[config.mk]
export PLATFORM = sky130hd
export DESIGN_NAME = stuffer_frame_ctrl
export DESIGN_NICKNAME = d
export VERILOG_FILES = /design/src/rtl/stuffer_frame_ctrl_pkg.sv /design/src/rtl/stuffer_byte_counter.sv /design/src/rtl/stuffer_frame_ctrl.sv
export SDC_FILE = /design/constraint.sdc
export NUM_CORES = 1
export LEC_CHECK = 0
export CORE_ASPECT_RATIO = 1.75
export CORE_MARGIN = 2
export CORE_UTILIZATION = 39
export CTS_CLUSTER_DIAMETER = 50
export DETAILED_ROUTE_END_ITERATION = 12
export PLACE_DENSITY = 0.69
export SLEW_MARGIN = 10
export SYNTH_ARGS = -nofsm -noshare
export SYNTH_HDL_FRONTEND = slang
export SYNTH_SLANG_ARGS = --single-unit
[constraint.sdc]
create_clock -name xclk -period 2.83 [get_ports xclk]
set_input_delay 0.283 -clock xclk [delete_from_list [all_inputs] [get_ports xclk]]
set_output_delay 0.283 -clock xclk [all_outputs]
set_load 0.005 [all_outputs]
[src/rtl/stuffer_frame_ctrl_pkg.sv]
// Shared definitions for the JPEG output byte-stuffer frame sequencer.
package stuffer_frame_ctrl_pkg;

  typedef enum logic [2:0] {
    ST_IDLE  = 3'd0,
    ST_RUN   = 3'd1,
    ST_FLUSH = 3'd2,
    ST_DRAIN = 3'd3,
    ST_EOI   = 3'd4,
    ST_DONE  = 3'd5
  } state_t;

  // End-of-image marker appended after the last escaped word
  localparam logic [15:0] EOI_DEFAULT    = 16'hFFD9;
  // The EOI word carries two bytes
  localparam logic [1:0]  EOI_BYTES_CODE = 2'd2;
  localparam logic [2:0]  EOI_BYTES      = 3'd2;

  // Byte-count field decode: code 0 stands for a full 4-byte word
  function automatic logic [2:0] decode_bytes(input logic [1:0] code);
    return (code == 2'd0) ? 3'd4 : {1'b0, code};
  endfunction

endpackage

[src/rtl/stuffer_byte_counter.sv]
// Saturating frame byte accumulator: synchronous clear, adds 0..7 per cycle.
module stuffer_byte_counter #(
  parameter int unsigned W = 24
) (
  input  logic         xclk,
  input  logic         rst_n,
  input  logic         clr,
  input  logic         add_en,
  input  logic [2:0]   add_val,
  output logic [W-1:0] count
);

  logic [W:0] sum;

  // Widened sum so the carry out flags saturation
  always_comb begin
    sum = {1'b0, count} + (W+1)'(add_val);
  end

  // Accumulate, clamping at all-ones instead of wrapping
  always_ff @(posedge xclk or negedge rst_n) begin
    if (!rst_n) begin
      count <= '0;
    end else if (clr) begin
      count <= '0;
    end else if (add_en) begin
      count <= sum[W] ? '1 : sum[W-1:0];
    end
  end

endmodule

[src/rtl/stuffer_frame_ctrl.sv]
// Per-frame sequencer around the 0xFF-escaping byte stuffer: gates upstream
// words in, issues the flush, forwards escaped words, appends EOI and reports
// the frame length and protocol errors.
module stuffer_frame_ctrl
  import stuffer_frame_ctrl_pkg::*;
#(
  parameter int unsigned LEN_WIDTH     = 24,
  parameter logic [15:0] EOI_MARKER    = EOI_DEFAULT,
  parameter int unsigned DRAIN_TIMEOUT = 63,
  parameter int unsigned TO_WIDTH      = 6
) (
  input  logic                 xclk,
  input  logic                 rst_n,
  input  logic                 frame_start,
  input  logic                 frame_end,
  input  logic [31:0]          src_data,
  input  logic [1:0]           src_bytes,
  input  logic                 src_stb,
  output logic [31:0]          stf_din,
  output logic [1:0]           stf_bytes_in,
  output logic                 stf_in_stb,
  output logic                 stf_flush_in,
  input  logic [31:0]          stf_d_out,
  input  logic [1:0]           stf_bytes_out,
  input  logic                 stf_dv,
  input  logic                 stf_flush_out,
  output logic [31:0]          out_data,
  output logic [1:0]           out_bytes,
  output logic                 out_dv,
  output logic                 frame_done,
  output logic [LEN_WIDTH-1:0] frame_len,
  output logic                 busy,
  output logic                 err_overrun,
  output logic                 err_timeout,
  output logic                 err_stray
);

  localparam logic [TO_WIDTH-1:0] TO_LIMIT = TO_WIDTH'(DRAIN_TIMEOUT);

  state_t                 state, state_nxt;
  logic [TO_WIDTH-1:0]    to_cnt, to_inc;
  logic                   timeout_hit;
  logic                   src_take;
  logic                   fwd;
  logic                   stray;
  logic                   cnt_clr, cnt_add_en;
  logic [2:0]             cnt_add;
  logic [LEN_WIDTH-1:0]   byte_cnt;

  assign busy = (state != ST_IDLE);

  // Next-state decode plus per-cycle strobes for the datapath
  always_comb begin
    state_nxt   = state;
    timeout_hit = 1'b0;
    to_inc      = to_cnt + TO_WIDTH'(1);
    src_take    = src_stb && (state == ST_RUN);
    fwd         = stf_dv && ((state == ST_RUN) || (state == ST_FLUSH) ||
                             (state == ST_DRAIN));
    stray       = (src_stb && (state != ST_RUN)) ||
                  (stf_dv && ((state == ST_IDLE) || (state == ST_EOI)));
    cnt_clr     = (state == ST_IDLE) && frame_start;
    cnt_add_en  = fwd || (state == ST_EOI);
    cnt_add     = (state == ST_EOI) ? EOI_BYTES : decode_bytes(stf_bytes_out);
    unique case (state)
      ST_IDLE:  if (frame_start) state_nxt = ST_RUN;
      ST_RUN:   if (frame_end)   state_nxt = ST_FLUSH;
      ST_FLUSH: state_nxt = ST_DRAIN;
      ST_DRAIN: begin
        if (stf_flush_out) begin
          state_nxt = ST_EOI;
        end else if (to_inc == TO_LIMIT) begin
          timeout_hit = 1'b1;
          state_nxt   = ST_EOI;
        end
      end
      ST_EOI:   state_nxt = ST_DONE;
      ST_DONE:  state_nxt = ST_IDLE;
      default:  state_nxt = ST_IDLE;
    endcase
  end

  // State register
  always_ff @(posedge xclk or negedge rst_n) begin
    if (!rst_n) state <= ST_IDLE;
    else        state <= state_nxt;
  end

  // Upstream words to the stuffer with one cycle of latency. The flush pulse
  // is registered off FLUSH so it lands one cycle after the last stf_in_stb
  // even when the final src_stb coincides with frame_end.
  always_ff @(posedge xclk or negedge rst_n) begin
    if (!rst_n) begin
      stf_din      <= '0;
      stf_bytes_in <= '0;
      stf_in_stb   <= 1'b0;
      stf_flush_in <= 1'b0;
    end else begin
      stf_in_stb   <= src_take;
      stf_flush_in <= (state == ST_FLUSH);
      if (src_take) begin
        stf_din      <= src_data;
        stf_bytes_in <= src_bytes;
      end
    end
  end

  // Drain timeout counter, restarted on the way into DRAIN
  always_ff @(posedge xclk or negedge rst_n) begin
    if (!rst_n) begin
      to_cnt <= '0;
    end else if (state == ST_FLUSH) begin
      to_cnt <= '0;
    end else if ((state == ST_DRAIN) && !stf_flush_out) begin
      to_cnt <= to_inc;
    end
  end

  // Downstream word register: escaped words, then the EOI word; holds otherwise
  always_ff @(posedge xclk or negedge rst_n) begin
    if (!rst_n) begin
      out_data  <= '0;
      out_bytes <= '0;
      out_dv    <= 1'b0;
    end else begin
      out_dv <= 1'b0;
      if (fwd) begin
        out_data  <= stf_d_out;
        out_bytes <= stf_bytes_out;
        out_dv    <= 1'b1;
      end else if (state == ST_EOI) begin
        out_data  <= {EOI_MARKER, 16'h0000};
        out_bytes <= EOI_BYTES_CODE;
        out_dv    <= 1'b1;
      end
    end
  end

  // Frame completion pulse and latched length
  always_ff @(posedge xclk or negedge rst_n) begin
    if (!rst_n) begin
      frame_done <= 1'b0;
      frame_len  <= '0;
    end else begin
      frame_done <= (state == ST_DONE);
      if (state == ST_DONE) frame_len <= byte_cnt;
    end
  end

  // Sticky error flags, cleared when a new frame is accepted; a set in the
  // same cycle as the clear takes priority
  always_ff @(posedge xclk or negedge rst_n) begin
    if (!rst_n) begin
      err_overrun <= 1'b0;
      err_timeout <= 1'b0;
      err_stray   <= 1'b0;
    end else begin
      if (cnt_clr) begin
        err_overrun <= 1'b0;
        err_timeout <= 1'b0;
        err_stray   <= 1'b0;
      end
      if (frame_start && busy) err_overrun <= 1'b1;
      if (timeout_hit)         err_timeout <= 1'b1;
      if (stray)               err_stray   <= 1'b1;
    end
  end

  stuffer_byte_counter #(
    .W (LEN_WIDTH)
  ) u_byte_counter (
    .xclk    (xclk),
    .rst_n   (rst_n),
    .clr     (cnt_clr),
    .add_en  (cnt_add_en),
    .add_val (cnt_add),
    .count   (byte_cnt)
  );

endmodule

==> results of run 1 <==
-- worst max-delay path by stage --
stage | startpoint | endpoint | slack [ps]
finish | state[1] | u_byte_counter.count[14] | 210
detailed placement | stf_bytes_out[0] | u_byte_counter.count[14] | 20
floorplan | state[0] | u_byte_counter.count[19] | 250
global placement | stf_bytes_out[0] | u_byte_counter.count[14] | 80
global route | state[1] | u_byte_counter.count[14] | 40
CTS | state[1] | u_byte_counter.count[14] | 140
-- power by group through the flow --
stage	logic (W)	clock network [W]	registers, W
6_report	0.00284	0.00211	0.00287
3_5_place_dp	0.00285	0	0.00289
5_1_grt	0.00308	0.00225	0.00295
4_1_cts	0.00286	0.00216	0.00287
3_3_place_gp	0.00278	0	0.00286
2_1_floorplan	0.00119	0	0.00291
-- per-layer routing --
layer  routed length, µm  part of all wire [%]  track usage (%)  vias to the layer above
met4                 468                   3.1             8.89                        0
met3                 825                   5.5             4.72                       35
met2                8140                    55             35.3                      156
met5                   0                     0                0                        -
met1                5500                    37             21.9                     2193
li1                    -                     -                -                     2029
-- repair_timing --
| item | 4_1_cts | 5_1_grt |
|---|---|---|
| gates resized for setup | 0 | 3 |
| setup endpoints to repair | 0 | 5 |
| hold buffers | 1 | 0 |
| hold endpoints to repair | 33 | 0 |
-- through the flow --
stage                     cells  util, %
after floorplan             449        -
after global placement      795     53.3
after detailed placement    795     53.3
after CTS                   828     57.4
after global routing        828     57.5
final                       828     57.5
-- registers in the layout, indices dropped and copies added (netlist names) --
name                  flops
out_data                 32
stf_din                  32
frame_len                24
u_byte_counter.count     24
to_cnt                    6
state                     3
out_bytes                 2
stf_bytes_in              2
err_overrun               1
err_stray                 1
err_timeout               1
frame_done                1
out_dv                    1
stf_flush_in              1
stf_in_stb                1
-- placed cells by master (no fill, tap or decap), types with 7 or more instances in the layout --
cell             netlist  routed
a21oi_1                9       9
a22o_1                21      21
a31oi_1               12      12
buf_4                  2      15
clkbuf_16              0      17
clkdlybuf4s50_1        0     173
dfrtp_1              132     132
inv_1                 12      12
inv_6                  0       7
mux2_1                29      29
mux2_2                23      23
nand2_1               31      31
nand3_1               13      13
nor2_1                15      14
nor3_1                11      11
o21ai_0               15      15
o21ai_1               10      10
o22a_1                14      14
-- cell families after synthesis --
logic type / count (synthesis) / synth area share (%)
DFF: 132 / 58.9
and+or+nand+nor: 114 / 12.0
AOI/OAI and AO/OA: 104 / 13.4
muxes: 52 / 10.4
buffers and inverters: 36 / 2.99
adders and majority gates: 6 / 1.47
xor gates and xnor gates: 5 / 0.781
-- layout make-up --
class | instances | area (µm²)
inverter | 13 | 48.8
clock buffer | 17 | 425
fill | 1232 | 6050
clock inverter | 15 | 143
tap | 180 | 225
sequential | 132 | 3300
timing repair buffer | 190 | 1870
multi-input combinational | 281 | 2160
-- worst max-delay path, stage by stage, from the launching register on --
cell,delay (ps)
dfrtp_1,480
nor3b_4,260
or2_2,170
inv_1,70
fa_1,440
nor2b_2,160
o21ai_2,70
or3b_4,430
and4_1,230
a211oi_2,220
==> summary.txt, run 1 <==
STA
  – RSZ-0062 raised after global routing: false
  – Slew Limit Fails: 0
  – WHS: 376 ps
  – Clk_skew: 7.86 ps
  – Setup TNS Final: 0 ps
  – Slew @ Worst Pin: 843 ps
  – Max Clock Freq: 0.381 GHz
  – Setup-failing EPs final: 0
  – Setup WS post-layout: 206 ps
  – Fin crit share: 92.7%
  – Tmin final: 2620 ps
  – Final Hold Viols: 0
  – Rel. slew slack: 43.8%

Clocking
  – Worst skew pair latency: 410 ps
  – Clk root buf: clkbuf_16
  – Post-CTS Repair Setup Buffers: 0
  – TritonCTS clock tree: yes
  – Reg clk slew, reported paths: 60 ps
  – H-tree levels: 4
  – Clock sinks: 132
  – Clock Path Buffers: 2
  – Clock buffer count from CTS: 17

Global routing
  – Largest net degree at the start of global routing: 69
  – Vias in the first global route: 4615
  – Antenna violations before repair: 0
  – GR Overflow Total: 0
  – Global-route wire length before repair: 23.6 mm
  – All-Layer GR Usage: 19.8%

Yosys
  – Top_reg_cell synth: dfrtp_1
  – Area leader, netlist: dfrtp_1
  – Most numerous cell in the Yosys netlist: dfrtp_1
  – Synthesized instance count: 449
  – Area share of the leading cell type in the synthesized netlist: 58.9%
  – Post-synth ARST share: 100%
  – Post-synthesis cell type count: 57
  – Commonest cells in the synthesized netlist: 132 x dfrtp_1, 31 x nand2_1, 29 x mux2_1
  – EDFF count, synth: 0
  – Synthesis-stage register bit count: 132
  – Largest cells by area after synthesis: dfrtp_1 59%, mux2_1 5.8%, mux2_2 4.6%, a22o_1 3.3%, o22a_1 2.2%
  – Syn Nets: 530
  – Mapped cell area: 5610 µm²
  – Mean Syn Cell Area: 12.5 µm²
  – Yosys warning count: 0
  – Seq/Total Area, Yosys: 58.9%

Setup path
  – Worst path required time: 3150 ps
  – Reg2reg end: u_byte_counter.count[14]
  – Critical path fanouts, max: 8
  – CP Launch Type: register
  – R2r worst-path depth: 9
  – Worst r2r src: state[1]
  – Crit end category: register
  – Critical Path AT: 2940 ps
  – Setup slack, reg-to-reg: 210 ps
  – WS Path Type: reg2reg

Floorplanning
  – Die Span X: 94.7 µm
  – DIE AREA: 15400 µm²
  – Die Y: 163 µm
  – # rows: 58
  – Starting Density: 39.4%
  – Ports: 175
  – CORE AREA: 14200 µm²

Power
  – Pwr Total: 0.00782 W
  – Sw Pwr: 0.00242 W
  – Power Dens Cells: 956 nW/µm²
  – Max IR drop VDD: 712 µV
  – Switching Fraction: 30.9%
  – Clock power frac: 27.0%
  – Sequential Power Share: 36.7%
  – Leak Pwr: 3.52 nW
  – Logic pwr share: 36.3%
  – Int Power: 0.00540 W

Placement
  – Port-buffer cells: 174
  – Half-perimeter wire length after placement: 10.9 mm
  – Gp weighted congestion: 0.803
  – Post-DP Area: 7580 µm²
  – DP Worst Slack: 18.5 ps

Drt
  – DR vias: 4413
  – DRT iter0 DRCs: 254
  – Vias per cell: 5.33
  – Avg WL per Cell: 18.0 µm
  – Post-DRT Antenna Nets: 0
  – Drt first pass iters: 5
  – DRC viols: 0
  – Final wirelength: 14.9 mm

Finish
  – Nets: 716
  – Layout cells sized above 1: 14.7%
  – Ant. Diodes: 0
  – Synthesis-to-layout area growth: 45.7%
  – Design Area, Final: 8180 µm²

Run
  – Max_cap viols: 0

Run status
  – Status: completed

Min path
  – HP Class: in2async
Note: power is estimated with default switching activity, not from simulation.
==> inputs of run 2 (changes only) <==
SYNTH_HIERARCHICAL = 1   (was default)
==> summary.txt, run 2 <==
Setup path
  – Worst path required time: 3140 ps (about the same)
  – Crit end category: register
  – Critical Path AT: 2930 ps (about the same)
  – CP Launch Type: register
  – Top delay family on crit path: simple AND/OR/NAND/NOR gates
  – Slowest cell on crit path: fa_1
  – CP bufs+invs: 0 (-1)
  – Sequence of cells on the critical path: nor2_2 > nand2_1 > and2_1 > ha_1 > fa_1 > a21o_2 > and3_1 > and3_4 > a211oi_2
  – Setup slack, reg-to-reg: 210 ps (about the same)
  – R2r worst-path depth: 9 (unchanged)
  – WS Path Type: reg2reg
  – Worst r2r src: state[1]
  – Reg2reg end: u_byte_counter/count[12]
  – Critical path fanouts, max: 8 (unchanged)
  – Largest stage delay on the critical path: 420 ps (-60 ps)

Global routing
  – Global-route wire length before repair: 22.5 mm (-4.6%)
  – Antenna violations before repair: 0 (unchanged)
  – All-Layer GR Usage: 19.1% (-0.73 points)
  – Vias in the first global route: 4481 (-2.9%)
  – Largest net degree at the start of global routing: 55 (-20%)
  – GR Overflow Total: 0 (unchanged)

Yosys
  – Yosys warning count: 6 (+6)
  – EDFF count, synth: 0 (unchanged)
  – Syn Nets: 505 (-4.7%)
  – Top_reg_cell synth: dfrtp_1
  – Compound-gate portion of the synthesized area: 12.1% (-1.3 points)
  – Mean Syn Cell Area: 13.1 µm² (+4.9%)
  – Area leader, netlist: dfrtp_1
  – Commonest cells in the synthesized netlist: 132 x dfrtp_1, 55 x mux2_2, 22 x nor2_1
  – Post-synth ARST share: 100% (unchanged)
  – Synthesis-stage register bit count: 132 (unchanged)
  – Post-synthesis mux area share: 12.3% (+1.9 points)
  – Most numerous cell in the Yosys netlist: dfrtp_1
  – Synth Area in Adders: 1.49% (+0.014 points)
  – Simple-Gate Fraction of Synth Area: 10.8% (-1.2 points)
  – Area share of the leading cell type in the synthesized netlist: 59.4% (+0.56 points)
  – Synthesized instance count: 424 (-5.6%)
  – Seq/Total Area, Yosys: 59.4% (+0.56 points)
  – Mapped cell area: 5560 µm² (-0.94%)
  – Xor/xnor share of the synthesized area: 0.788% (+0.0074 points)
  – Post-synthesis cell type count: 61 (+7.0%)
  – Main combinational cell family by area after synthesis: multiplexers
  – Largest cells by area after synthesis: dfrtp_1 59%, mux2_2 11%, a22o_1 3.3%, o22a_1 2.2%, nor2_1 1.5%

Floorplanning
  – Die Span X: 94.2 µm (-0.45%)
  – CORE AREA: 13900 µm² (-2.2%)
  – Die Y: 162 µm (-0.46%)
  – # rows: 57 (-1.7%)
  – Starting Density: 40.0% (+0.52 points)
  – DIE AREA: 15300 µm² (-0.91%)
  – Ports: 175 (unchanged)

Drt
  – Avg WL per Cell: 17.7 µm (-2.0%)
  – Vias per cell: 5.25 (-1.4%)
  – DRC viols: 0 (unchanged)
  – DR vias: 4198 (-4.9%)
  – Final wirelength: 14.1 mm (-5.5%)
  – DRT iter0 DRCs: 193 (-24%)
  – Post-DRT Antenna Nets: 0 (unchanged)
  – Drt first pass iters: 4 (-1)

Power
  – Power Dens Cells: 983 nW/µm² (+2.8%)
  – Max IR drop VDD: 567 µV (-20%)
  – Leak Pwr: 3.50 nW (-0.53%)
  – Pwr Total: 0.00800 W (+2.3%)

Placement
  – Post-DP Area: 7490 µm² (-1.2%)
  – Gp weighted congestion: 0.761 (-5.2%)
  – Half-perimeter wire length after placement: 10.3 mm (-5.5%)
  – Port-buffer cells: 174 (unchanged)

Finish
  – Sequential standard cell area: 3300 µm² (unchanged)
  – Synthesis-to-layout area growth: 46.5%
  – Multi-input combinational cell area: 2090 µm² (-3.0%)
  – Most frequent cells in the layout: 173 x clkdlybuf4s50_1, 132 x dfrtp_1, 55 x mux2_2
  – # fillers: 1114 (-9.6%)
  – Regs by FF count: out_data (32), stf_din (32)
  – Layout cells sized above 1: 20.5% (+5.8 points)
  – Nets: 689 (-3.8%)
  – Leading cell type in the layout, fill and taps excluded: clkdlybuf4s50_1
  – Design Area, Final: 8140 µm² (-0.43%)

STA
  – Slew Limit Fails: 0 (unchanged)
  – Slew @ Worst Pin: 718 ps (-125 ps)
  – Rel. slew slack: 51.9% (+8.1 points)
  – Clk_skew: 11.9 ps (+4.07 ps)
  – Tmin final: 2620 ps (-3.51 ps)
  – RSZ-0062 raised after global routing: false
  – Max Clock Freq: 0.382 GHz (+0.13%)
  – Final Hold Viols: 0 (unchanged)
  – Fin crit share: 92.6% (-0.12 points)
  – Setup-failing EPs final: 0 (unchanged)

Clocking
  – Clk root buf: clkbuf_16
  – Post-CTS Repair Setup Buffers: 0 (unchanged)
  – Clock buffer count from CTS: 17 (unchanged)
  – H-tree levels: 4 (unchanged)
  – Clock sinks: 132 (unchanged)
  – Clock Path Buffers: 2 (unchanged)
  – TritonCTS clock tree: yes
  – Reg clk slew, reported paths: 60 ps (about the same)
  – Worst skew pair latency: 410 ps (about the same)

Run
  – Max_cap viols: 0 (unchanged)

Min path
  – HP Class: in2async

Run status
  – Status: completed
run 2: logic make-up after synthesis:
family / Yosys count
mux: 61
buf+inv: 30
compound gates: 90
xor+xnor: 5
simple gates: 100
fa+ha+maj: 6
flops: 132
run 2: stage by stage:
stage	hold WS, ps	TNS [ps]	instances	setup WS (ps)	utilization (%)
after floorplan	-12.6	0	424	395	-
after global placement	337	-93.2	765	-58.9	53.8
after detailed placement	349	-579	765	-160	53.8
after CTS	446	0	798	105	58.5
after global routing	468	0	798	42.4	58.5
final	432	0	799	209	58.5
run 2: layer usage:
layer	share of wire (%)	track usage [%]	up-vias
met5	0	0	-
met4	1.4	6.98	0
met3	5.1	5.19	13
met2	57	36.2	129
met1	36	19.4	2114
li1	-	-	1942
run 2: worst max path at each step:
stage | start | end | slack (ps) | depth (start not counted)
final | state[1] | u_byte_counter/count[12] | 210 | 9
after global routing | state[1] | u_byte_counter/count[22] | 40 | 10
after CTS | state[1] | u_byte_counter/count[23] | 100 | 10
after detailed placement | stf_bytes_out[1] | u_byte_counter/count[19] | -160 | 9
after global placement | stf_bytes_out[1] | u_byte_counter/count[19] | -60 | 9
after floorplan | state[2] | u_byte_counter/count[12] | 400 | 10
run 2: area by class of cell:
class / count / share of cell area [%]
flip-flops and latches: 132 / 40.6
multi-input cells: 262 / 25.7
repair buffers: 189 / 22.9
clock buffers: 20 / 5.61
well taps: 177 / 2.72
clock inverters: 12 / 2.17
inverters: 6 / 0.277
diodes: 1 / 0.0307
run 2: report_power, final:
| part | total, W | leakage, nW | switching, W | internal [W] |
|---|---|---|---|---|
| registers | 0.00285 | 1.67 | 0.000344 | 0.00250 |
| clock network | 0.00233 | 0.306 | 0.000807 | 0.00152 |
| logic | 0.00283 | 1.53 | 0.00110 | 0.00173 |
run 2: what timing repair did:
action	in CTS	in global routing
hold buffers	1	0
pin swaps	0	0
endpoints found under the setup margin	5	6
resized for setup	1	1
gates cloned	0	0
hold endpoints to repair	48	0
